===== src/rtl/gsim_pkg.sv =====
// Shared widths, FSM encoding and saturation helper for the Gauss-Seidel feeder.
package gsim_pkg;

  localparam int unsigned N    = 16;
  localparam int unsigned XW   = 32;
  localparam int unsigned BW   = 16;
  localparam int unsigned PW   = 38;
  localparam int unsigned IW   = $clog2(N);
  localparam int unsigned NOPS = 6;

  typedef enum logic [2:0] {
    ST_IDLE,
    ST_LOAD,
    ST_ISSUE,
    ST_WAIT,
    ST_OUT
  } state_t;

  // Clamp a wide PE result into the signed XW-bit solution range.
  function automatic logic [XW-1:0] sat_x(input logic [PW-1:0] v);
    logic [PW-XW:0] top;
    top = v[PW-1:XW-1];
    if ((top == '0) || (top == '1)) begin
      return v[XW-1:0];
    end else if (v[PW-1]) begin
      return {1'b1, {(XW-1){1'b0}}};
    end else begin
      return {1'b0, {(XW-1){1'b1}}};
    end
  endfunction

endpackage


===== src/rtl/gsim_window.sv =====
// Neighbour operand selection around the row being issued; out-of-range taps read zero.
module gsim_window
  import gsim_pkg::*;
(
  input  logic [XW-1:0] x   [N],
  input  logic [IW-1:0] row,
  output logic [XW-1:0] ops [NOPS]
);

  // Tap order matches pe_in_1..pe_in_6.
  localparam int OFFS [NOPS] = '{3, -3, 2, -2, 1, -1};

  // Pick each neighbour, zeroing taps that fall off either end of the vector.
  always_comb begin
    int r;
    r = 0;
    for (int k = 0; k < int'(NOPS); k++) begin
      r      = int'(row) + OFFS[k];
      ops[k] = '0;
      if ((r >= 0) && (r < int'(N))) begin
        ops[k] = x[IW'(r)];
      end
    end
  end

endmodule


===== src/rtl/gsim_feeder.sv =====
// Gauss-Seidel operand feeder: loads b, sweeps rows through an external PE, streams x out.
module gsim_feeder
  import gsim_pkg::*;
#(
  parameter int unsigned ITER   = 8,
  parameter int unsigned PE_LAT = 1
) (
  input  logic                 clk,
  input  logic                 reset,
  input  logic                 b_in_valid,
  output logic                 b_in_ready,
  input  logic signed [BW-1:0] b_in,
  output logic signed [XW-1:0] pe_in_1,
  output logic signed [XW-1:0] pe_in_2,
  output logic signed [XW-1:0] pe_in_3,
  output logic signed [XW-1:0] pe_in_4,
  output logic signed [XW-1:0] pe_in_5,
  output logic signed [XW-1:0] pe_in_6,
  output logic signed [BW-1:0] pe_b,
  input  logic signed [PW-1:0] pe_out,
  output logic                 x_out_valid,
  input  logic                 x_out_ready,
  output logic signed [XW-1:0] x_out,
  output logic [IW-1:0]        x_out_idx,
  output logic                 busy
);

  localparam int unsigned SW = $clog2(ITER + 1);
  localparam int unsigned WW = (PE_LAT > 1) ? $clog2(PE_LAT) : 1;
  localparam logic signed [BW-1:0] B_DIV = BW'(20);

  state_t state, state_nx;

  logic [BW-1:0] b_mem  [N];
  logic [XW-1:0] x_mem  [N];
  logic [XW-1:0] x_view [N];
  logic [XW-1:0] ops    [NOPS];

  logic [IW-1:0] row, load_idx, issue_row, load_widx, out_nxt;
  logic [SW-1:0] sweep;
  logic [WW-1:0] wait_cnt;

  logic                 b_acc, x_acc, wait_last, row_last, sweep_last, load_last, out_last;
  logic                 x_we;
  logic [IW-1:0]        x_widx;
  logic [XW-1:0]        x_wdata;
  logic signed [BW-1:0] b_quot;

  assign b_acc      = b_in_valid && b_in_ready;
  assign x_acc      = (state == ST_OUT) && x_out_valid && x_out_ready;
  assign wait_last  = (wait_cnt == WW'(PE_LAT - 1));
  assign row_last   = (row == IW'(N - 1));
  assign sweep_last = (sweep == SW'(ITER - 1));
  assign load_last  = (load_idx == IW'(N - 1));
  assign out_last   = (x_out_idx == IW'(N - 1));
  assign load_widx  = (state == ST_IDLE) ? '0 : load_idx;
  assign out_nxt    = x_out_idx + IW'(1);
  assign b_quot     = b_in / B_DIV;

  // State register.
  always_ff @(posedge clk) begin
    if (reset) state <= ST_IDLE;
    else       state <= state_nx;
  end

  // Next state, x write port (load seed or PE write-back) and next issued row.
  always_comb begin
    state_nx  = state;
    x_we      = 1'b0;
    x_widx    = '0;
    x_wdata   = '0;
    issue_row = '0;
    unique case (state)
      ST_IDLE: begin
        if (b_acc) state_nx = ST_LOAD;
      end
      ST_LOAD: begin
        if (b_acc && load_last) state_nx = ST_ISSUE;
      end
      ST_ISSUE: begin
        state_nx = ST_WAIT;
      end
      ST_WAIT: begin
        if (wait_last) begin
          x_we      = 1'b1;
          x_widx    = row;
          x_wdata   = sat_x(pe_out);
          issue_row = row_last ? '0 : row + IW'(1);
          state_nx  = (row_last && sweep_last) ? ST_OUT : ST_ISSUE;
        end
      end
      ST_OUT: begin
        if (x_acc && out_last) state_nx = ST_IDLE;
      end
      default: state_nx = ST_IDLE;
    endcase
    if (b_acc) begin
      x_we    = 1'b1;
      x_widx  = load_widx;
      x_wdata = {{(XW - BW){b_quot[BW-1]}}, b_quot};
    end
  end

  // x as it will look after this edge, so the next row sees the fresh write-back.
  always_comb begin
    x_view = x_mem;
    if (x_we) x_view[x_widx] = x_wdata;
  end

  gsim_window u_window (
    .x   (x_view),
    .row (issue_row),
    .ops (ops)
  );

  // Solution and right-hand-side storage; contents are fully rewritten by every load.
  always_ff @(posedge clk) begin
    if (!reset && x_we)  x_mem[x_widx]    <= x_wdata;
    if (!reset && b_acc) b_mem[load_widx] <= b_in;
  end

  // Counters, registered PE operands and output stream.
  always_ff @(posedge clk) begin
    if (reset) begin
      row         <= '0;
      sweep       <= '0;
      wait_cnt    <= '0;
      load_idx    <= '0;
      pe_in_1     <= '0;
      pe_in_2     <= '0;
      pe_in_3     <= '0;
      pe_in_4     <= '0;
      pe_in_5     <= '0;
      pe_in_6     <= '0;
      pe_b        <= '0;
      x_out_valid <= 1'b0;
      x_out       <= '0;
      x_out_idx   <= '0;
      b_in_ready  <= 1'b1;
      busy        <= 1'b0;
    end else begin
      b_in_ready <= (state_nx == ST_IDLE) || (state_nx == ST_LOAD);
      busy       <= (state_nx != ST_IDLE);
      if (b_acc) load_idx <= load_widx + IW'(1);
      if (state == ST_ISSUE)     wait_cnt <= '0;
      else if (state == ST_WAIT) wait_cnt <= wait_cnt + WW'(1);
      if (state == ST_LOAD && state_nx == ST_ISSUE)     sweep <= '0;
      else if (state == ST_WAIT && wait_last && row_last) sweep <= sweep + SW'(1);
      if (state_nx == ST_ISSUE) begin
        row     <= issue_row;
        pe_in_1 <= ops[0];
        pe_in_2 <= ops[1];
        pe_in_3 <= ops[2];
        pe_in_4 <= ops[3];
        pe_in_5 <= ops[4];
        pe_in_6 <= ops[5];
        pe_b    <= b_mem[issue_row];
      end
      if (state != ST_OUT && state_nx == ST_OUT) begin
        x_out_valid <= 1'b1;
        x_out       <= x_view[0];
        x_out_idx   <= '0;
      end else if (x_acc) begin
        if (out_last) begin
          x_out_valid <= 1'b0;
        end else begin
          x_out_idx <= out_nxt;
          x_out     <= x_mem[out_nxt];
        end
      end
    end
  end

endmodule


===== config.mk =====
export PLATFORM = sky130hd
export DESIGN_NAME = gsim_feeder
export DESIGN_NICKNAME = d
export VERILOG_FILES = /design/src/rtl/gsim_pkg.sv /design/src/rtl/gsim_window.sv /design/src/rtl/gsim_feeder.sv
export SDC_FILE = /design/constraint.sdc
export NUM_CORES = 2
export LEC_CHECK = 0
export ABC_AREA = 1
export CELL_PAD_IN_SITES_DETAIL_PLACEMENT = 0
export CELL_PAD_IN_SITES_GLOBAL_PLACEMENT = 1
export CORE_ASPECT_RATIO = 1.2
export CORE_MARGIN = 5
export CORE_UTILIZATION = 24
export CTS_BUF_LIST = sky130_fd_sc_hd__clkbuf_16
export DETAILED_ROUTE_END_ITERATION = 12
export DONT_BUFFER_PORTS = 1
export GPL_ROUTABILITY_DRIVEN = 0
export PLACE_DENSITY = 0.5
export SLEW_MARGIN = 20
export SYNTH_ARGS = -nofsm -noshare
export SYNTH_HDL_FRONTEND = slang
export SYNTH_HIERARCHICAL = 1
export SYNTH_SLANG_ARGS = --single-unit

===== constraint.sdc =====
create_clock -name clk -period 32.7 [get_ports clk]
set_input_delay 3.27 -clock clk [delete_from_list [all_inputs] [get_ports clk]]
set_output_delay 3.27 -clock clk [all_outputs]
set_load 0.02 [all_outputs]

==> flow_summary.yaml <==
outcome:
  outcome: "finished clean"
placement:
  hpwl_um: 231000
  place_ws_ns: 19.95
  postPlaceCellArea_mm2: 0.0717
  io_buffers: 0
drt:
  drtIter0Drc: 7720
  vias_per_cell: 5.44
  routed_wl_um: 367000
  antenna_left: 0
  dr.pass1.iters: 8
  wl_per_cell_um: 28.2
  drcViolationCount: 0
  num_vias: 70900
synth:
  syn_area_mm2: 0.0686
  synth_edf_count: 768
  ys_types: 56
  synth-seq-cells: 1031
  synthFlopType: "edfxtp_1"
  synth-seq-area-share_pct: 41.3
  synth_async_sr_flop_share_pct: 0
  syn_inst: 9599
  yosys_warnings: 6
  synth_nets: 9674
  syn_area_per_cell_um2: 7.15
finish:
  fin_area_mm2: 0.0762
  multiInputGateArea_mm2: 0.0357
  area_growth_pct: 11.0
  fin_nets: 9180
  drive_above_1_share_pct: 7.14
  nFillCells: 31400
  final_common_cell: "nand2_1"
  final_cell_mix: "2392 x nand2_1, 1546 x nand3_1, 1076 x o21ai_0"
  seqCellArea_mm2: 0.0283
sta:
  rsz0062_at_grt: "no"
  setup_tns_ns: 0
  final.setup_skew_ns: 0.0657
  fmax_mhz: 83.1
  worstMarginPinSlew_ns: 1.21
  setup_slack_ns: 20.66
  setup_viol: 0
  hold_viol: 0
  min_period_ns: 12.04
  fin_crit_sh_pct: 36.8
  slew_headroom_pct: 19.3
  drv_slew: 0
clocking:
  cts_buffers: 145
  cts.sinks: 1031
  root_buffer: "clkbuf_16"
  cts_tree: "built"
  clkLatencyLatePin_ns: 0.84
  hold_buffers: 0
  cts.htree.levels: 4
  cts_buffer_depth: 4
  path_clk_slew_ns: 0.06
  cts_resized: 0
  postCtsSetupBuffers: 0
grt:
  grt.total_usage_pct: 23.5
  grt_first_pass_wirelength_um: 511000
  antenna_found_initial: 34
  grt_max_degree: 220
  grt-ovfl-total: 0
  grt_pass1_vias: 64900
power:
  switching_power_mw: 1.12
  seqPwrFrac_pct: 40.2
  p_int_mw: 2.49
  pwr-share-comb_pct: 17.2
  power_frac_clock_pct: 42.6
  vdd_drop_max_mv: 0.0671
  power_density_mw_per_mm2: 47.5
  p_leak_nw: 28.4
  switching_share_pct: 31.1
setup_path:
  r2r_slack_ns: 25.27
  r2r_start: "state[1]"
  path_class: "in2reg"
  slowest_stage: "buf_4"
  r2r-end: "pe_in_6[16]"
  arrival_ns: 12.75
  path_buf_inv: 10
  max_stage_delay_ns: 0.89
  crit_start: "b_in[0]"
  r2r_cells: 18
  cp_data_required_time_ns: 33.42
  cp-endpoint: "pe_in_6[22]"
  cpLargestDelayFamily: "simple AND/OR/NAND/NOR gates"
  cp.depth: 68
  crit_top_cell: "nand2_1"
  crit_fanout: 73
  cp-end-kind: "register"
  startpoint_type: "primary input"
flow_run:
  cap_violations: 0
die:
  die_area_mm2: 0.297
  pin_count: 305
  start_util_pct: 24.1
  rows: 215
  fp.dieH_um: 596
  die_x_um: 498
  core_mm2: 0.285
worst_hold_path:
  hold_class: "reg2reg"
==> power by group through the flow <==
| stage | clock network, mW | logic (mW) | registers [mW] |
|---|---|---|---|
| after floorplan | 0 | 0.424 | 1.50 |
| after global placement | 0 | 0.611 | 1.48 |
| after detailed placement | 0 | 0.613 | 1.48 |
| after CTS | 1.58 | 0.614 | 1.45 |
| after global routing | 1.63 | 0.686 | 1.46 |
| final | 1.54 | 0.621 | 1.45 |
==> sequential cells by signal, indices dropped and copies added (netlist names) <==
signal	flops
b_mem	256
pe_in_4	32
b_in_ready	1
pe_b	16
wait_cnt	1
load_idx	4
state	3
pe_in_6	32
sweep	4
x_out	32
pe_in_5	32
pe_in_1	32
row	4
pe_in_3	32
x_out_idx	4
x_out_valid	1
busy	1
x_mem	512
pe_in_2	32
==> routing by layer <==
| metal | global-route usage, % | routed length [µm] | share of wire [%] |
|---|---|---|---|
| met5 | 0 | 114 | 0.031 |
| met4 | 6.36 | 10800 | 2.9 |
| met3 | 5.94 | 33800 | 9.2 |
| met2 | 36.0 | 157000 | 43 |
| met1 | 32.9 | 165000 | 45 |
==> cells by family (layout without fill, tap and decap cells) <==
group | Yosys count | count (layout) | synth area share (%)
adder cells (fa/ha/maj) | 17 | 17 | 0.310
XOR/XNOR | 16 | 16 | 0.204
flip-flops | 1031 | 1031 | 41.3
other | 0 | 8 | 0
AND/OR/NAND/NOR | 5049 | 5049 | 31.3
AO/OA/AOI/OAI | 2144 | 2144 | 17.4
buffers and inverters | 1210 | 821 | 7.34
multiplexers | 132 | 132 | 2.17
==> cells in the mapped netlist, types with 3 or more instances <==
cell type / instances / area share [%]
nand2_1: 2401 / 13
nand3_1: 1546 / 11
o21ai_0: 1078 / 7.9
nor2_1: 977 / 5.3
edfxtp_1: 768 / 34
clkbuf_1: 482 / 2.6
a31oi_1: 393 / 3.6
a21oi_1: 391 / 2.9
inv_1: 375 / 2.1
dfxtp_1: 263 / 7.7
buf_2: 212 / 1.5
mux2_2: 132 / 2.2
o221ai_1: 76 / 0.97
buf_1: 64 / 0.35
o211ai_1: 64 / 0.70
o21ai_1: 59 / 0.43
buf_4: 55 / 0.60
nand2_2: 36 / 0.33
nor3_1: 24 / 0.18
a32o_1: 22 / 0.32
a211oi_1: 19 / 0.21
ha_1: 17 / 0.31
nand3_2: 16 / 0.23
inv_2: 14 / 0.077
xor2_1: 14 / 0.18
nand2_4: 13 / 0.21
nand4_1: 11 / 0.10
nand2_8: 10 / 0.29
o22ai_1: 10 / 0.091
a41oi_1: 7 / 0.089
clkinv_1: 6 / 0.033
o21a_1: 6 / 0.066
or2_2: 5 / 0.046
o21ai_2: 4 / 0.051
a22oi_1: 3 / 0.033
nor4_1: 3 / 0.027
==> worst min path at each step <==
stage / start / endpoint / cells after the start
floorplan: row[1] / row[1] / 2
global placement: sweep[1] / sweep[1] / 2
detailed placement: row[3] / row[3] / 2
CTS: row[3] / row[3] / 2
global route: row[3] / row[3] / 2
finish: row[3] / row[3] / 2
==> through the flow <==
step           hold WS [ns]  utilization [%]  total power [mW]  std cells
2_1_floorplan         0.456                -              1.92       9599
3_3_place_gp          0.477             25.1              2.09      12800
3_5_place_dp          0.484             25.2              2.10      12800
4_1_cts               0.494             26.7              3.65      13000
5_1_grt               0.511             26.7              3.77      13000
6_report              0.487             26.7              3.62      13000
==> cell type report <==
cell class                      count  area share (%)
Antenna cell                        8          0.0263
Clock buffer                      148            4.86
Clock inverter                    104           0.928
Inverter                          395            2.02
Multi-Input combinational cell   7358            46.8
Sequential cell                  1031            37.2
Tap cell                         3797            6.24
Timing Repair Buffer              174            1.93
==> worst min-delay path: stages, from the launching register on <==
cell and delay, ns:
dfxtp_1 0.33, nand2_1 0.07, a21oi_1 0.05
(Power assumes the default switching activity.)
